### src/rtl/trigger_readout_pkg.sv
// Shared definitions for the PMT self-trigger readout: FSM state encoding and ringbuffer timing.
package trigger_readout_pkg;

    localparam logic [2:0] IDLE      = 3'd0;
    localparam logic [2:0] POST_WAIT = 3'd1;
    localparam logic [2:0] RD_ADDR   = 3'd2;
    localparam logic [2:0] RD_WAIT   = 3'd3;
    localparam logic [2:0] RD_CAP    = 3'd4;
    localparam logic [2:0] PRESENT   = 3'd5;

    typedef enum logic [2:0] {
        StIdle     = IDLE,
        StPostWait = POST_WAIT,
        StRdAddr   = RD_ADDR,
        StRdWait   = RD_WAIT,
        StRdCap    = RD_CAP,
        StPresent  = PRESENT
    } state_e;

    // Address register plus data register inside the ringbuffer; RD_ADDR/RD_WAIT cover it.
    localparam int unsigned RB_RD_LAT = 2;

endpackage

### src/rtl/trigger_readout_if.sv
// Framed sample stream leaving the trigger readout (valid/ready with sop/eop/err sidebands).
interface trigger_readout_if #(
    parameter int unsigned WIDTH = 14
) ();

    logic [WIDTH-1:0] out_data;
    logic             out_valid;
    logic             out_ready;
    logic             out_sop;
    logic             out_eop;
    logic             out_err;

    modport master (
        output out_data, out_valid, out_sop, out_eop, out_err,
        input  out_ready
    );

    modport slave (
        input  out_data, out_valid, out_sop, out_eop, out_err,
        output out_ready
    );

endinterface

### src/rtl/trigger_readout_trig_detect.sv
// Rising threshold-crossing detector: previous-sample register, pre-fill counter, unsigned compare.
module trigger_readout_trig_detect #(
    parameter int unsigned WIDTH = 14,
    parameter int unsigned PRE   = 16
) (
    input  logic             sysclk,
    input  logic             rst,
    input  logic             arm,
    input  logic [WIDTH-1:0] threshold,
    input  logic [WIDTH-1:0] adc_din,
    input  logic             adc_wr_en,
    output logic             crossing
);

    localparam int unsigned FW = (PRE > 0) ? $clog2(PRE + 1) : 1;

    logic [FW-1:0]    fill_q;
    logic [WIDTH-1:0] prev_q;

    always_ff @(posedge sysclk) begin
        if (rst) begin
            fill_q <= '0;
            prev_q <= '0;
        end else if (adc_wr_en) begin
            prev_q <= adc_din;
            if (fill_q != FW'(PRE)) begin
                fill_q <= fill_q + FW'(1);
            end
        end
    end

    // Buffer must hold PRE valid samples before a crossing can open a frame.
    assign crossing = adc_wr_en && arm && (fill_q == FW'(PRE)) &&
                      (prev_q <= threshold) && (adc_din > threshold);

endmodule

### src/rtl/trigger_readout.sv
// Self-trigger and ringbuffer readout for one PMT channel: captures PRE+POST samples around a
// rising threshold crossing and streams them out as one framed packet.
module trigger_readout
    import trigger_readout_pkg::*;
#(
    parameter int unsigned SIZE  = 12,
    parameter int unsigned WIDTH = 14,
    parameter int unsigned PRE   = 16,
    parameter int unsigned POST  = 48
) (
    input  logic               sysclk,
    input  logic               rst,
    input  logic               arm,
    input  logic [WIDTH-1:0]   threshold,
    input  logic [WIDTH-1:0]   adc_din,
    input  logic               adc_wr_en,
    input  logic [SIZE-1:0]    rb_waddr,
    output logic [SIZE-1:0]    rb_raddr,
    output logic               rb_rd_en,
    input  logic [WIDTH-1:0]   rb_rdata,
    trigger_readout_if.master  stream,
    output logic               busy,
    output logic [15:0]        trig_count
);

    localparam int unsigned FRAME = PRE + POST;
    localparam int unsigned WCW   = (FRAME > 1) ? $clog2(FRAME) : 1;
    localparam int unsigned PCW   = $clog2(POST + 1);

    localparam logic [WCW-1:0]  LAST_WORD = WCW'(FRAME - 1);
    localparam logic [SIZE-1:0] OVR_LIMIT = SIZE'((2 ** SIZE) - PRE);

    state_e           state_q, state_d;
    logic [SIZE-1:0]  rd_ptr_q, rd_ptr_d;
    logic [PCW-1:0]   post_cnt_q, post_cnt_d;
    logic [WCW-1:0]   word_cnt_q, word_cnt_d;
    logic [SIZE-1:0]  ovr_cnt_q, ovr_cnt_d;
    logic             err_q, err_d;
    logic [15:0]      trig_count_q, trig_count_d;
    logic [WIDTH-1:0] data_q, data_d;
    logic             sop_q, sop_d;
    logic             eop_q, eop_d;
    logic             oerr_q, oerr_d;
    logic             crossing;

    trigger_readout_trig_detect #(
        .WIDTH (WIDTH),
        .PRE   (PRE)
    ) u_trig_detect (
        .sysclk    (sysclk),
        .rst       (rst),
        .arm       (arm),
        .threshold (threshold),
        .adc_din   (adc_din),
        .adc_wr_en (adc_wr_en),
        .crossing  (crossing)
    );

    always_comb begin
        state_d      = state_q;
        rd_ptr_d     = rd_ptr_q;
        post_cnt_d   = post_cnt_q;
        word_cnt_d   = word_cnt_q;
        ovr_cnt_d    = ovr_cnt_q;
        err_d        = err_q;
        trig_count_d = trig_count_q;
        data_d       = data_q;
        sop_d        = sop_q;
        eop_d        = eop_q;
        oerr_d       = oerr_q;
        rb_rd_en     = 1'b0;

        // Writer has lapped the oldest frame sample once OVR_LIMIT writes follow the trigger.
        if (state_q != StIdle) begin
            if (adc_wr_en && (ovr_cnt_q != OVR_LIMIT)) begin
                ovr_cnt_d = ovr_cnt_q + SIZE'(1);
            end
            if (ovr_cnt_q == OVR_LIMIT) begin
                err_d = 1'b1;
            end
        end

        unique case (state_q)
            StIdle: begin
                if (crossing) begin
                    rd_ptr_d     = rb_waddr - SIZE'(PRE);
                    post_cnt_d   = PCW'(1);
                    word_cnt_d   = '0;
                    ovr_cnt_d    = '0;
                    err_d        = 1'b0;
                    trig_count_d = trig_count_q + 16'd1;
                    state_d      = (POST == 1) ? StRdAddr : StPostWait;
                end
            end
            StPostWait: begin
                if (post_cnt_q == PCW'(POST)) begin
                    state_d = StRdAddr;
                end else if (adc_wr_en) begin
                    post_cnt_d = post_cnt_q + PCW'(1);
                end
            end
            StRdAddr: begin
                rb_rd_en = 1'b1;
                state_d  = StRdWait;
            end
            StRdWait: begin
                rb_rd_en = 1'b1;
                state_d  = StRdCap;
            end
            StRdCap: begin
                data_d  = rb_rdata;
                sop_d   = (word_cnt_q == '0);
                eop_d   = (word_cnt_q == LAST_WORD);
                oerr_d  = (word_cnt_q == LAST_WORD) && err_q;
                state_d = StPresent;
            end
            StPresent: begin
                if (stream.out_ready) begin
                    rd_ptr_d   = rd_ptr_q + SIZE'(1);
                    word_cnt_d = word_cnt_q + WCW'(1);
                    state_d    = (word_cnt_q == LAST_WORD) ? StIdle : StRdAddr;
                end
            end
            default: state_d = StIdle;
        endcase
    end

    always_ff @(posedge sysclk) begin
        if (rst) begin
            state_q      <= StIdle;
            rd_ptr_q     <= '0;
            post_cnt_q   <= '0;
            word_cnt_q   <= '0;
            ovr_cnt_q    <= '0;
            err_q        <= 1'b0;
            trig_count_q <= '0;
            data_q       <= '0;
            sop_q        <= 1'b0;
            eop_q        <= 1'b0;
            oerr_q       <= 1'b0;
        end else begin
            state_q      <= state_d;
            rd_ptr_q     <= rd_ptr_d;
            post_cnt_q   <= post_cnt_d;
            word_cnt_q   <= word_cnt_d;
            ovr_cnt_q    <= ovr_cnt_d;
            err_q        <= err_d;
            trig_count_q <= trig_count_d;
            data_q       <= data_d;
            sop_q        <= sop_d;
            eop_q        <= eop_d;
            oerr_q       <= oerr_d;
        end
    end

    assign rb_raddr         = rd_ptr_q;
    assign busy             = (state_q != StIdle);
    assign trig_count       = trig_count_q;
    assign stream.out_valid = (state_q == StPresent);
    assign stream.out_data  = data_q;
    assign stream.out_sop   = sop_q;
    assign stream.out_eop   = eop_q;
    assign stream.out_err   = oerr_q;

endmodule

### src/flat_wrapper.sv
// flat-port wrapper written by rule: the top's interface ports become plain ports
module trigger_readout_flat import trigger_readout_pkg::*;
#(
    parameter int unsigned SIZE  = 12,
    parameter int unsigned WIDTH = 14,
    parameter int unsigned PRE   = 16,
    parameter int unsigned POST  = 48
)
  (sysclk, rst, arm, threshold, adc_din, adc_wr_en, rb_waddr, rb_raddr, rb_rd_en, rb_rdata, busy, trig_count, stream_out_data, stream_out_valid, stream_out_sop, stream_out_eop, stream_out_err, stream_out_ready);
  trigger_readout_if #(.WIDTH(WIDTH)) stream_i ();
  input  logic sysclk;
  input  logic rst;
  input  logic arm;
  input  logic [WIDTH-1:0] threshold;
  input  logic [WIDTH-1:0] adc_din;
  input  logic adc_wr_en;
  input  logic [SIZE-1:0] rb_waddr;
  output logic [SIZE-1:0] rb_raddr;
  output logic rb_rd_en;
  input  logic [WIDTH-1:0] rb_rdata;
  output logic busy;
  output logic [15:0] trig_count;
  output wire logic [$bits(stream_i.out_data)-1:0] stream_out_data;
  output wire logic [$bits(stream_i.out_valid)-1:0] stream_out_valid;
  output wire logic [$bits(stream_i.out_sop)-1:0] stream_out_sop;
  output wire logic [$bits(stream_i.out_eop)-1:0] stream_out_eop;
  output wire logic [$bits(stream_i.out_err)-1:0] stream_out_err;
  input wire logic [$bits(stream_i.out_ready)-1:0] stream_out_ready;
  assign stream_out_data = stream_i.out_data;
  assign stream_out_valid = stream_i.out_valid;
  assign stream_out_sop = stream_i.out_sop;
  assign stream_out_eop = stream_i.out_eop;
  assign stream_out_err = stream_i.out_err;
  assign stream_i.out_ready = stream_out_ready;
  trigger_readout #(.SIZE(SIZE), .WIDTH(WIDTH), .PRE(PRE), .POST(POST)) u_core (.sysclk(sysclk), .rst(rst), .arm(arm), .threshold(threshold), .adc_din(adc_din), .adc_wr_en(adc_wr_en), .rb_waddr(rb_waddr), .rb_raddr(rb_raddr), .rb_rd_en(rb_rd_en), .rb_rdata(rb_rdata), .stream(stream_i), .busy(busy), .trig_count(trig_count));
endmodule
### config.mk
export PLATFORM = sky130hd
export DESIGN_NAME = trigger_readout_flat
export DESIGN_NICKNAME = d
export VERILOG_FILES = /design/src/rtl/trigger_readout_pkg.sv /design/src/rtl/trigger_readout_if.sv /design/src/rtl/trigger_readout_trig_detect.sv /design/src/rtl/trigger_readout.sv /design/src/flat_wrapper.sv
export SDC_FILE = /design/constraint.sdc
export NUM_CORES = 1
export LEC_CHECK = 0
export CAP_MARGIN = 20
export CORE_MARGIN = 2
export CORE_UTILIZATION = 40
export CTS_CLUSTER_SIZE = 40
export DETAILED_ROUTE_END_ITERATION = 16
export DONT_BUFFER_PORTS = 1
export GPL_TIMING_DRIVEN = 1
export HOLD_SLACK_MARGIN = 0.08
export PLACE_DENSITY = 0.68
export SYNTH_ARGS = -nofsm -noshare
export SYNTH_HDL_FRONTEND = slang
export SYNTH_SLANG_ARGS = --single-unit
### constraint.sdc
create_clock -name sysclk -period 2.5 [get_ports sysclk]
set_input_delay 0.5 -clock sysclk [delete_from_list [all_inputs] [get_ports sysclk]]
set_output_delay 0.5 -clock sysclk [all_outputs]
set_load 0.02 [all_outputs]
==> results.tsv <==
stage	metric	value	unit
cells_and_area	Final Non-Filler Cells	818	
pwr	Pwr Density	533.0	nW/um^2
timing	Worst Tran Pin Value	606.6	ps
critical_path	reg-to-reg slack, setup	120	ps
critical_path	CP arrival	2660	ps
critical_path	Setup crit end kind	register	
pwr	P_sw	0.6519	mW
grt	largest net degree at the start of global routing	84	
worst_hold_path	HP Class	input port to register	
die	die area	13620	sq um
cells_and_area	Net count, final	741	
synth	Syn Nets	725	
pwr	maximum vdd drop	388.0	uV
grt	vias in the first global route	4356	
cts	CTS tree	yes	
cells_and_area	share of cells above drive strength 1	12.07	%
critical_path	worst-path maximum fanout	5	
critical_path	worst-path cell chain	ha_4 > a21o_1 > a21o_1 > or3_4 > o221ai_4 > buf_6 > nand4_1 > or3_1 > a21oi_1	
place	DP Area	5490	sq um
place	Cell Count Post-Placement	803	
critical_path	CP startpoint kind	register	
drt	drt pass-1 iters	4	
cells_and_area	Layout area overhead	15.26	%
synth	top post-synthesis cells by area	dfxtp_1 36%, ha_1 9.6%, a21oi_1 5.9%, nand2_1 5.4%, nor2_1 4.8%	
timing	Min Hold Slack	251.8	ps
drt	DRT iter0 DRCs	297	
place	routability cong.	0.8468	
place	I/O Buffers	0	
synth	asr flop ratio synth	0	%
timing	Setup Skew	5.449	ps
cts	number of CTS-inserted buffers	9	
cts	hold buffer count at CTS	0	
synth	Yosys cell types	55	
drt	vias per cell	5.499	
timing	part of the cycle the worst path needs	95.32	%
critical_path	max incr delay on CP	370	ps
timing	RSZ-0062 raised after global routing	yes	
critical_path	Crit path top cell by count	a21o_1	
worst_hold_path	Worst Hold Launch	rst	
cells_and_area	Util after Layout	46.80	%
critical_path	FF-to-FF path depth	9	
die	I/O pin total	107	
synth	most frequent cell after synthesis	dfxtp_1	
pwr	sequential fraction of design power	47.8	%
synth	most instantiated cells after synthesis	92 x dfxtp_1, 73 x nand2_1, 65 x nor2_1	
critical_path	RR Startpoint	u_core.u_trig_detect.prev_q[12]	
grt	grt ovf	0	
cts	Skew-Pair Late Insertion Delay	340	ps
synth	Mapped Area	5082	sq um
synth	Post-synth EDFFs	0	
synth	post-synthesis sequential area ratio	36.24	%
drt	Via Count	4498	
synth	Mean Syn Cell Area	8.106	sq um
cts	clock root buffer	clkbuf_16	
timing	Rel. slew slack	59.47	%
flow_run	max-cap viol count	0	
synth	cell accounting for the most synthesized area	dfxtp_1	
die	initial core utilization	40.60	%
die	core area	12520	sq um
synth	cell count after synthesis	627	
grt	first-pass GRT wire length	20.42	mm
cells_and_area	diode count	0	
critical_path	Worst setup startpoint	u_core.u_trig_detect.prev_q[12]	
cts	CTS Buffer Depth	2	
place	post-place setup slack	-308.0	ps
timing	endpoints failing hold	0	
critical_path	CP Class	register to register	
cts	Reg clk slew, reported paths	60	ps
timing	pins over their slew limit	0	
pwr	Lkg Pwr	2.300	nW
synth	Synth top area share	36.24	%
cells_and_area	Final Cell Area	5858	sq um
pwr	Internal Power	2.471	mW
synth	Yosys reg bits	92	
drt	Routed WL	12.63	mm
pwr	Clk pwr share	46.0	%
grt	Total GRT Usage	18.82	%
timing	# setup viols final	0	
timing	Max Fclk	419.6	MHz
critical_path	CP required	2770	ps
cts	CTS Sinks	92	
grt	initial antenna violation count	0	
die	die height	116.7	microns
drt	Antenna Nets Post-Route	0	
drt	Residual DRC	0	
die	chip width	116.7	microns
outcome	status	complete, no violations	
cts	CTS H-tree lvls	3	
synth	Main synth FF type	dfxtp_1	
drt	DR WL/cell	15.44	microns
critical_path	reg2reg end	u_core.trig_count[4]	
critical_path	worst setup path end	u_core.trig_count[4]	
synth	YS warnings	0	
pwr	Gate power share	6.2	%
timing	worst setup margin	117.0	ps
place	dpl hpwl	9.250	mm
critical_path	crit path max-delay cell type	or3_4	
die	Site Rows	41	
pwr	Sw Share	20.88	%
pwr	total power	3.123	mW
timing	Post-Route Setup TNS	0	ps
timing	min cycle time layout	2383	ps
-- critical path, delay by kind of cell (launching register included) --
family	cells	cell delay, ps
DFF	1	340
adders and majority gates	1	230
AOI/OAI and AO/OA	4	680
and+or+nand+nor	3	910
buffers and inverters	1	140
-- sequential cells by signal (all words and copies together) (netlist names), 3 cells and up --
signal                       count
u_core.u_trig_detect.fill_q      5
u_core.rb_raddr                 12
u_core.post_cnt_q                6
u_core.state_q                   3
u_core.u_trig_detect.prev_q     14
u_core.stream.out_data          14
u_core.ovr_cnt_q                12
u_core.word_cnt_q                6
u_core.trig_count               16
-- worst min-delay path by stage --
| stage | end | slack [ps] | cells past startpoint |
|---|---|---|---|
| 3_3_place_gp | u_core.post_cnt_q[5] | 450 | 1 |
| 2_1_floorplan | u_core.post_cnt_q[5] | 430 | 1 |
| 6_report | u_core.rb_raddr[4] | 250 | 1 |
| 3_5_place_dp | u_core.post_cnt_q[5] | 460 | 1 |
| 5_1_grt | u_core.trig_count[12] | 210 | 1 |
| 4_1_cts | u_core.word_cnt_q[1] | 210 | 1 |
-- cell type report --
class / instances / area (sq um)
fillers: 1217 / 6659
multi-input cells: 476 / 3104
flip-flops and latches: 92 / 1843
repair buffers: 32 / 269.0
clock buffers: 12 / 246.5
well taps: 172 / 215.2
inverters: 32 / 120.1
clock inverters: 2 / 60.06
-- timing repair --
| action | 4_1_cts | 5_1_grt |
|---|---|---|
| gates resized for setup | 1 | 9 |
| setup buffers | 0 | 1 |
| pin swaps | 0 | 8 |
| endpoints found under the setup margin | 4 | 10 |
-- power groups by stage --
| stage | clock, mW | sequential [mW] | combinational (mW) |
|---|---|---|---|
| final | 1.43 | 1.49 | 0.194 |
| after detailed placement | 0 | 1.53 | 0.185 |
| after floorplan | 0 | 1.52 | 0.161 |
| after global routing | 1.54 | 1.49 | 0.222 |
| after CTS | 1.47 | 1.49 | 0.188 |
| after global placement | 0 | 1.53 | 0.177 |
-- layout by cell type, fill, tap and decap left out, drive strengths merged, types with 7 or more instances in the layout --
cell    synthesis  final
clkbuf         15     12
nor2b           9      9
or3            10     10
nor2           65     65
xnor2          11     11
xor2           12     12
nor3           16     16
o21ai          17     17
nand3          34     34
mux2i          20     20
and3           13     13
nand4          12     12
buf            12     32
nand2b          7      7
dfxtp          92     92
a21oi          61     61
inv            32     32
nand2          74     74
ha             39     39
-- cell families after synthesis --
| group | after synthesis | share of synthesized area (%) |
|---|---|---|
| and+or+nand+nor | 262 | 24.57 |
| AOI/OAI and AO/OA | 127 | 15.76 |
| DFF | 92 | 36.24 |
| buffers and inverters | 59 | 4.825 |
| adders and majority gates | 39 | 9.601 |
| muxes | 25 | 5.047 |
| xor gates and xnor gates | 23 | 3.964 |
-- layer usage --
metal	vias up	routed length, microns	track usage, %
met5	-	0	0
li1	2246	-	-
met1	2118	5419	22.29
met2	108	6167	32.06
met3	26	760	5.449
met4	0	278	7.529
Note: power is estimated with default switching activity, not from simulation.
